## config.mk

```make
export PLATFORM = sky130hd
export DESIGN_NAME = spi_cfg_rx
export DESIGN_NICKNAME = d
export VERILOG_FILES = /design/src/rtl/spi_cfg_rx.sv
export SDC_FILE = /design/constraint.sdc
export NUM_CORES = 1
export LEC_CHECK = 0
export ABC_AREA = 1
export ABC_CLOCK_PERIOD_IN_PS = 1600
export BUFFER_PORTS_ARGS = -buffer_cell sky130_fd_sc_hd__buf_2
export CAP_MARGIN = 40
export CORE_MARGIN = 3
export CORE_UTILIZATION = 30
export DETAILED_ROUTE_END_ITERATION = 10
export GPL_TIMING_DRIVEN = 0
export MAX_ROUTING_LAYER = met4
export SLEW_MARGIN = 40
export SYNTH_ARGS = -nofsm -noshare
export SYNTH_HDL_FRONTEND = slang
export SYNTH_SLANG_ARGS = --single-unit
```

## constraint.sdc

```tcl
create_clock -name pck0 -period 1.6 [get_ports pck0]
set_input_delay 0.32 -clock pck0 [delete_from_list [all_inputs] [get_ports pck0]]
set_output_delay 0.32 -clock pck0 [all_outputs]
set_load 0.02 [all_outputs]
```

## src/rtl/spi_cfg_rx.sv

```systemverilog
// SPI slave receiving 16-bit configuration commands, oversampled in the pck0 domain.
// Drives conf_word/divisor with one-cycle write strobes and reads current settings back on miso.
module spi_cfg_rx #(
    parameter int unsigned SYNC_STAGES = 2,
    parameter logic [7:0]  CONF_RESET  = 8'h00,
    parameter logic [7:0]  DIV_RESET   = 8'h5F
) (
    input  logic       pck0,
    input  logic       rst,
    input  logic       spck,
    input  logic       ncs,
    input  logic       mosi,
    output logic       miso,
    output logic [7:0] conf_word,
    output logic [7:0] divisor,
    output logic       conf_stb,
    output logic       div_stb,
    output logic       frame_err
);

    localparam int unsigned FW = $clog2(SYNC_STAGES + 1);

    logic [SYNC_STAGES-1:0] r_spck_sync;
    logic [SYNC_STAGES-1:0] r_ncs_sync;
    logic [SYNC_STAGES-1:0] r_mosi_sync;
    logic                   r_spck_prev;
    logic                   r_ncs_prev;
    logic [FW-1:0]          r_flush_cnt;
    logic                   r_armed;
    logic                   r_in_frame;
    logic [4:0]             r_bit_cnt;
    logic [15:0]            r_shift;
    logic [15:0]            r_readback;
    logic                   r_miso;
    logic [7:0]             r_conf_word;
    logic [7:0]             r_divisor;
    logic                   r_conf_stb;
    logic                   r_div_stb;
    logic                   r_frame_err;

    logic w_spck_s;
    logic w_ncs_s;
    logic w_mosi_s;
    logic w_spck_rise;
    logic w_spck_fall;
    logic w_ncs_rise;
    logic w_ncs_fall;
    logic w_flushed;

    always_comb begin
        w_spck_s    = r_spck_sync[SYNC_STAGES-1];
        w_ncs_s     = r_ncs_sync[SYNC_STAGES-1];
        w_mosi_s    = r_mosi_sync[SYNC_STAGES-1];
        w_spck_rise = w_spck_s & ~r_spck_prev;
        w_spck_fall = ~w_spck_s & r_spck_prev;
        w_ncs_rise  = w_ncs_s & ~r_ncs_prev;
        w_ncs_fall  = ~w_ncs_s & r_ncs_prev;
        w_flushed   = (r_flush_cnt == FW'(SYNC_STAGES));
    end

    // The synchronisers reset to idle values, so after reset a frame may only open once a
    // genuinely sampled high ncs has been seen; a still-low ncs never opens a frame.
    always_ff @(posedge pck0) begin
        if (rst) begin
            r_spck_sync <= '0;
            r_ncs_sync  <= '1;
            r_mosi_sync <= '0;
            r_spck_prev <= 1'b0;
            r_ncs_prev  <= 1'b1;
            r_flush_cnt <= '0;
            r_armed     <= 1'b0;
            r_in_frame  <= 1'b0;
            r_bit_cnt   <= 5'd0;
            r_shift     <= 16'h0000;
            r_readback  <= 16'h0000;
            r_miso      <= 1'b0;
            r_conf_word <= CONF_RESET;
            r_divisor   <= DIV_RESET;
            r_conf_stb  <= 1'b0;
            r_div_stb   <= 1'b0;
            r_frame_err <= 1'b0;
        end else begin
            r_spck_sync <= {r_spck_sync[SYNC_STAGES-2:0], spck};
            r_ncs_sync  <= {r_ncs_sync[SYNC_STAGES-2:0], ncs};
            r_mosi_sync <= {r_mosi_sync[SYNC_STAGES-2:0], mosi};
            r_spck_prev <= w_spck_s;
            r_ncs_prev  <= w_ncs_s;
            r_conf_stb  <= 1'b0;
            r_div_stb   <= 1'b0;
            r_frame_err <= 1'b0;

            if (!w_flushed) begin
                r_flush_cnt <= r_flush_cnt + FW'(1);
            end
            if (w_flushed && w_ncs_s) begin
                r_armed <= 1'b1;
            end

            if (w_ncs_rise && r_in_frame) begin
                // A coincident spck rise is deliberately dropped: the frame closes as-is.
                r_in_frame <= 1'b0;
                r_miso     <= 1'b0;
                if (r_bit_cnt == 5'd16) begin
                    case (r_shift[15:12])
                        4'b0001: begin
                            r_conf_word <= r_shift[7:0];
                            r_conf_stb  <= 1'b1;
                        end
                        4'b0010: begin
                            r_divisor <= r_shift[7:0];
                            r_div_stb <= 1'b1;
                        end
                        default: ;
                    endcase
                end else begin
                    r_frame_err <= 1'b1;
                end
            end else if (w_ncs_fall && r_armed && !r_in_frame) begin
                r_in_frame <= 1'b1;
                r_bit_cnt  <= 5'd0;
                r_readback <= {r_conf_word, r_divisor};
                r_miso     <= 1'b0;
            end else if (r_in_frame) begin
                if (w_spck_rise && !w_ncs_s) begin
                    r_shift <= {r_shift[14:0], w_mosi_s};
                    if (r_bit_cnt != 5'd31) begin
                        r_bit_cnt <= r_bit_cnt + 5'd1;
                    end
                end
                if (w_spck_fall) begin
                    r_readback <= {r_readback[14:0], 1'b0};
                end
                r_miso <= r_readback[15];
            end else begin
                r_miso <= 1'b0;
            end
        end
    end

    assign miso      = r_miso;
    assign conf_word = r_conf_word;
    assign divisor   = r_divisor;
    assign conf_stb  = r_conf_stb;
    assign div_stb   = r_div_stb;
    assign frame_err = r_frame_err;

endmodule

```

==> results.json <==
{
  "n_fill_cell": 1015,
  "grt_max_degree": 11,
  "slowest_delay_ns": 0.33,
  "design.core.area_sq_um": 9370,
  "endpoint_kind": "flop",
  "remaining_drc_errors": 0,
  "syn_avg_cell_area_sq_um": 7.05,
  "dieArea_sq_um": 11000,
  "clkTransAtPathRegs_ns": 0.07,
  "grt_pass1_wl_um": 11200,
  "grt_use_total_pct": 12.6,
  "viasPerCell": 4.18,
  "ff_latch_area_sq_um": 1380,
  "holdWs_ns": 0.159,
  "io_buffers": 24,
  "cpMostUsedCell": "nand3_1",
  "min_from": "ncs",
  "start_util_pct": 31.4,
  "grt_antenna_before_repair": 0,
  "crit_fanout": 10,
  "post-route-period-util_pct": 91.0,
  "ys_seq_area_share_pct": 47.0,
  "r2r_start": "r_bit_cnt[0]",
  "maxCapViolCount": 0,
  "stdcell_area_sq_um": 3430,
  "cp_cell_sequence": "inv_1 > ha_1 > nand3_1 > nor2_8 > buf_4 > nand3_1 > nand2_1 > nor2_1",
  "ys_types": 27,
  "synth.top_cell.area_share_pct": 47.0,
  "critPathLaunchType": "flop",
  "gp_congestion": 0.813,
  "htreeDepth": 3,
  "dp_slack_ns": 0.0294,
  "cts_tree": "built",
  "io_pins": 25,
  "cts_root_buf": "clkbuf_8",
  "hold_depth": 2,
  "clock_latency_ns": 0.34,
  "async_reset_ff_share_pct": 0,
  "fin_nets": 462,
  "p_per_area_nw_per_um2": 1030,
  "hold_path_end": "r_ncs_sync[0]",
  "syn_nets": 426,
  "min_path_type": "primary input to flop",
  "status": "finished, final reports clean",
  "ys_warn_count": 0,
  "drt_pass1_iterations": 4,
  "synth_edf_count": 0,
  "ys_top_cells_by_count": "nand2_1, nor2_1, dfxtp_1, inv_1, a21oi_1",
  "hpwlAfterDp_um": 4550,
  "drive_gt1_share_pct": 13.8,
  "multiInputGateArea_sq_um": 1250,
  "finalSetupViolCount": 0,
  "routed_wirelength_um": 6230,
  "cp_slowest_cell": "dfxtp_1",
  "num_vias": 2446,
  "max_freq_mhz": 687,
  "rsz0062_at_grt": "false",
  "syn_inst": 417,
  "irDropWorstVdd_mv": 0.375,
  "wl_per_cell_um": 10.7,
  "grt_pass1_vias": 2427,
  "synth_ff_type": "dfxtp_1",
  "syn-cell-area_sq_um": 2940,
  "hold_buffers": 0,
  "first_iter_violations": 150,
  "antenna_left": 0,
  "path_class": "flop to flop",
  "period_needed_ns": 1.46,
  "tightest_slew_ns": 0.483,
  "regToRegSetupSlack_ns": 0.14,
  "numCtsBuffers": 9,
  "worstReg2RegEnd": "conf_word[6]",
  "cts.sinks": 69,
  "ff2ff_path_depth": 8,
  "synthTopCellsByArea": "dfxtp_1, nand2_1, nor2_1",
  "row_count": 35,
  "finalWorstSetupSlack_ns": 0.143,
  "diodes": 0,
  "yosysTopAreaCell": "dfxtp_1",
  "synth_seq_cells": 69,
  "finClkSkew_ns": 0.0127,
  "die_y_um": 105,
  "yosysMostFrequentCell": "nand2_1",
  "final-max-slew-violation-count": 0,
  "worstPathArrival_ns": 1.69,
  "tns_ns": 0,
  "hold_violations": 0,
  "clockBufferDepth": 2,
  "chipWidth_um": 105,
  "grt.overflow.total": 0,
  "required_ns": 1.83,
  "maxSlewHeadroom_pct": 67.8,
  "final_core_util_pct": 36.6,
  "areaGrowthSynthToFinish_pct": 16.8,
  "placed_cell_area_sq_um": 3220,
  "p_leak_nw": 1.56
}
-- worst max path at each step --
stage	endpoint	from	cells past startpoint
detailed placement	r_bit_cnt[3]	r_bit_cnt[0]	9
global route	divisor[2]	r_bit_cnt[0]	7
floorplan	r_bit_cnt[3]	r_bit_cnt[0]	9
CTS	r_bit_cnt[3]	r_bit_cnt[0]	9
finish	conf_word[6]	r_bit_cnt[0]	8
global placement	r_bit_cnt[3]	r_bit_cnt[0]	9
-- critical path: cells and delay by family, from the launching register on --
family	cells	cell delay, ns
and+or+nand+nor	5	0.59
DFF	1	0.33
buffers and inverters	2	0.29
adders and majority gates	1	0.14
-- power by group --
group | internal, W | switching, W | total (W) | leakage [nW]
logic | 0.000106 | 0.000175 | 0.000280 | 0.903
clock network | 0.000832 | 0.000611 | 0.00144 | 0.102
registers | 0.00178 | 0.0000329 | 0.00182 | 0.559
-- layout by cell type (no fill, tap or decap) --
cell type  instances
buf_6              2
o21ai_1            4
nand3_4            1
nor3_4             1
xor2_1             1
nand3_1           27
clkinv_1           2
dfxtp_1           69
clkbuf_8          12
inv_2              2
nand3_2            1
nor2_8             1
nor2_4             1
a21oi_1           28
buf_4              3
nor2_1            84
ha_2               1
buf_1              1
nor3b_1            1
clkbuf_1           6
o21ai_0           20
inv_1             54
nand2_2            3
bufinv_16          1
or2_2              3
ha_1               3
o21bai_1           1
nand3b_1           1
nand2_1           89
buf_2             31
nor3_1             2
-- cell type report --
cell class                      count  share of cell area [%]
Clock inverter                      1                   0.875
Multi-Input combinational cell    273                    36.4
Timing Repair Buffer               25                    3.72
Clock buffer                       13                    4.92
Inverter                           58                    6.34
Tap cell                          129                    4.70
Buffer                             17                    2.77
Sequential cell                    69                    40.2
-- kinds of logic (layout without fill, tap and decap cells) --
logic type	after synthesis	after routing	share of synthesized area, %
buffers and inverters	75	114	10.6
AO/OA/AOI/OAI	53	53	9.11
flip-flops	69	69	47.0
XOR/XNOR	1	1	0.298
adder cells (fa/ha/maj)	4	4	1.70
AND/OR/NAND/NOR	215	215	31.3
-- per-layer routing --
layer	part of all wire [%]	vias to the layer above	global-route usage [%]
li1	-	1349	-
met1	50	1061	15.2
met2	45	26	20.1
met3	2.8	10	3.09
met4	2.1	0	5.53
met5	0	-	-
-- flip-flops by register name, indices dropped and copies added (netlist names), 2 cells and up --
name / count
divisor: 8
conf_word: 8
r_readback: 16
r_bit_cnt: 5
r_mosi_sync: 2
r_flush_cnt: 2
r_shift: 16
r_ncs_sync: 2
r_spck_sync: 2
-- timing repair --
item,4_1_cts,5_1_grt
gates resized for setup,0,6
setup buffers,0,1
endpoints found under the setup margin,0,4
endpoints found under the hold margin,0,0
-- per-stage QoR --
| step | cells | total power (W) |
|---|---|---|
| 6_report | 585 | 0.00354 |
| 4_1_cts | 584 | 0.00359 |
| 3_3_place_gp | 570 | 0.00213 |
| 3_5_place_dp | 570 | 0.00214 |
| 5_1_grt | 585 | 0.00372 |
| 2_1_floorplan | 417 | 0.00207 |
(Power assumes the default switching activity.)
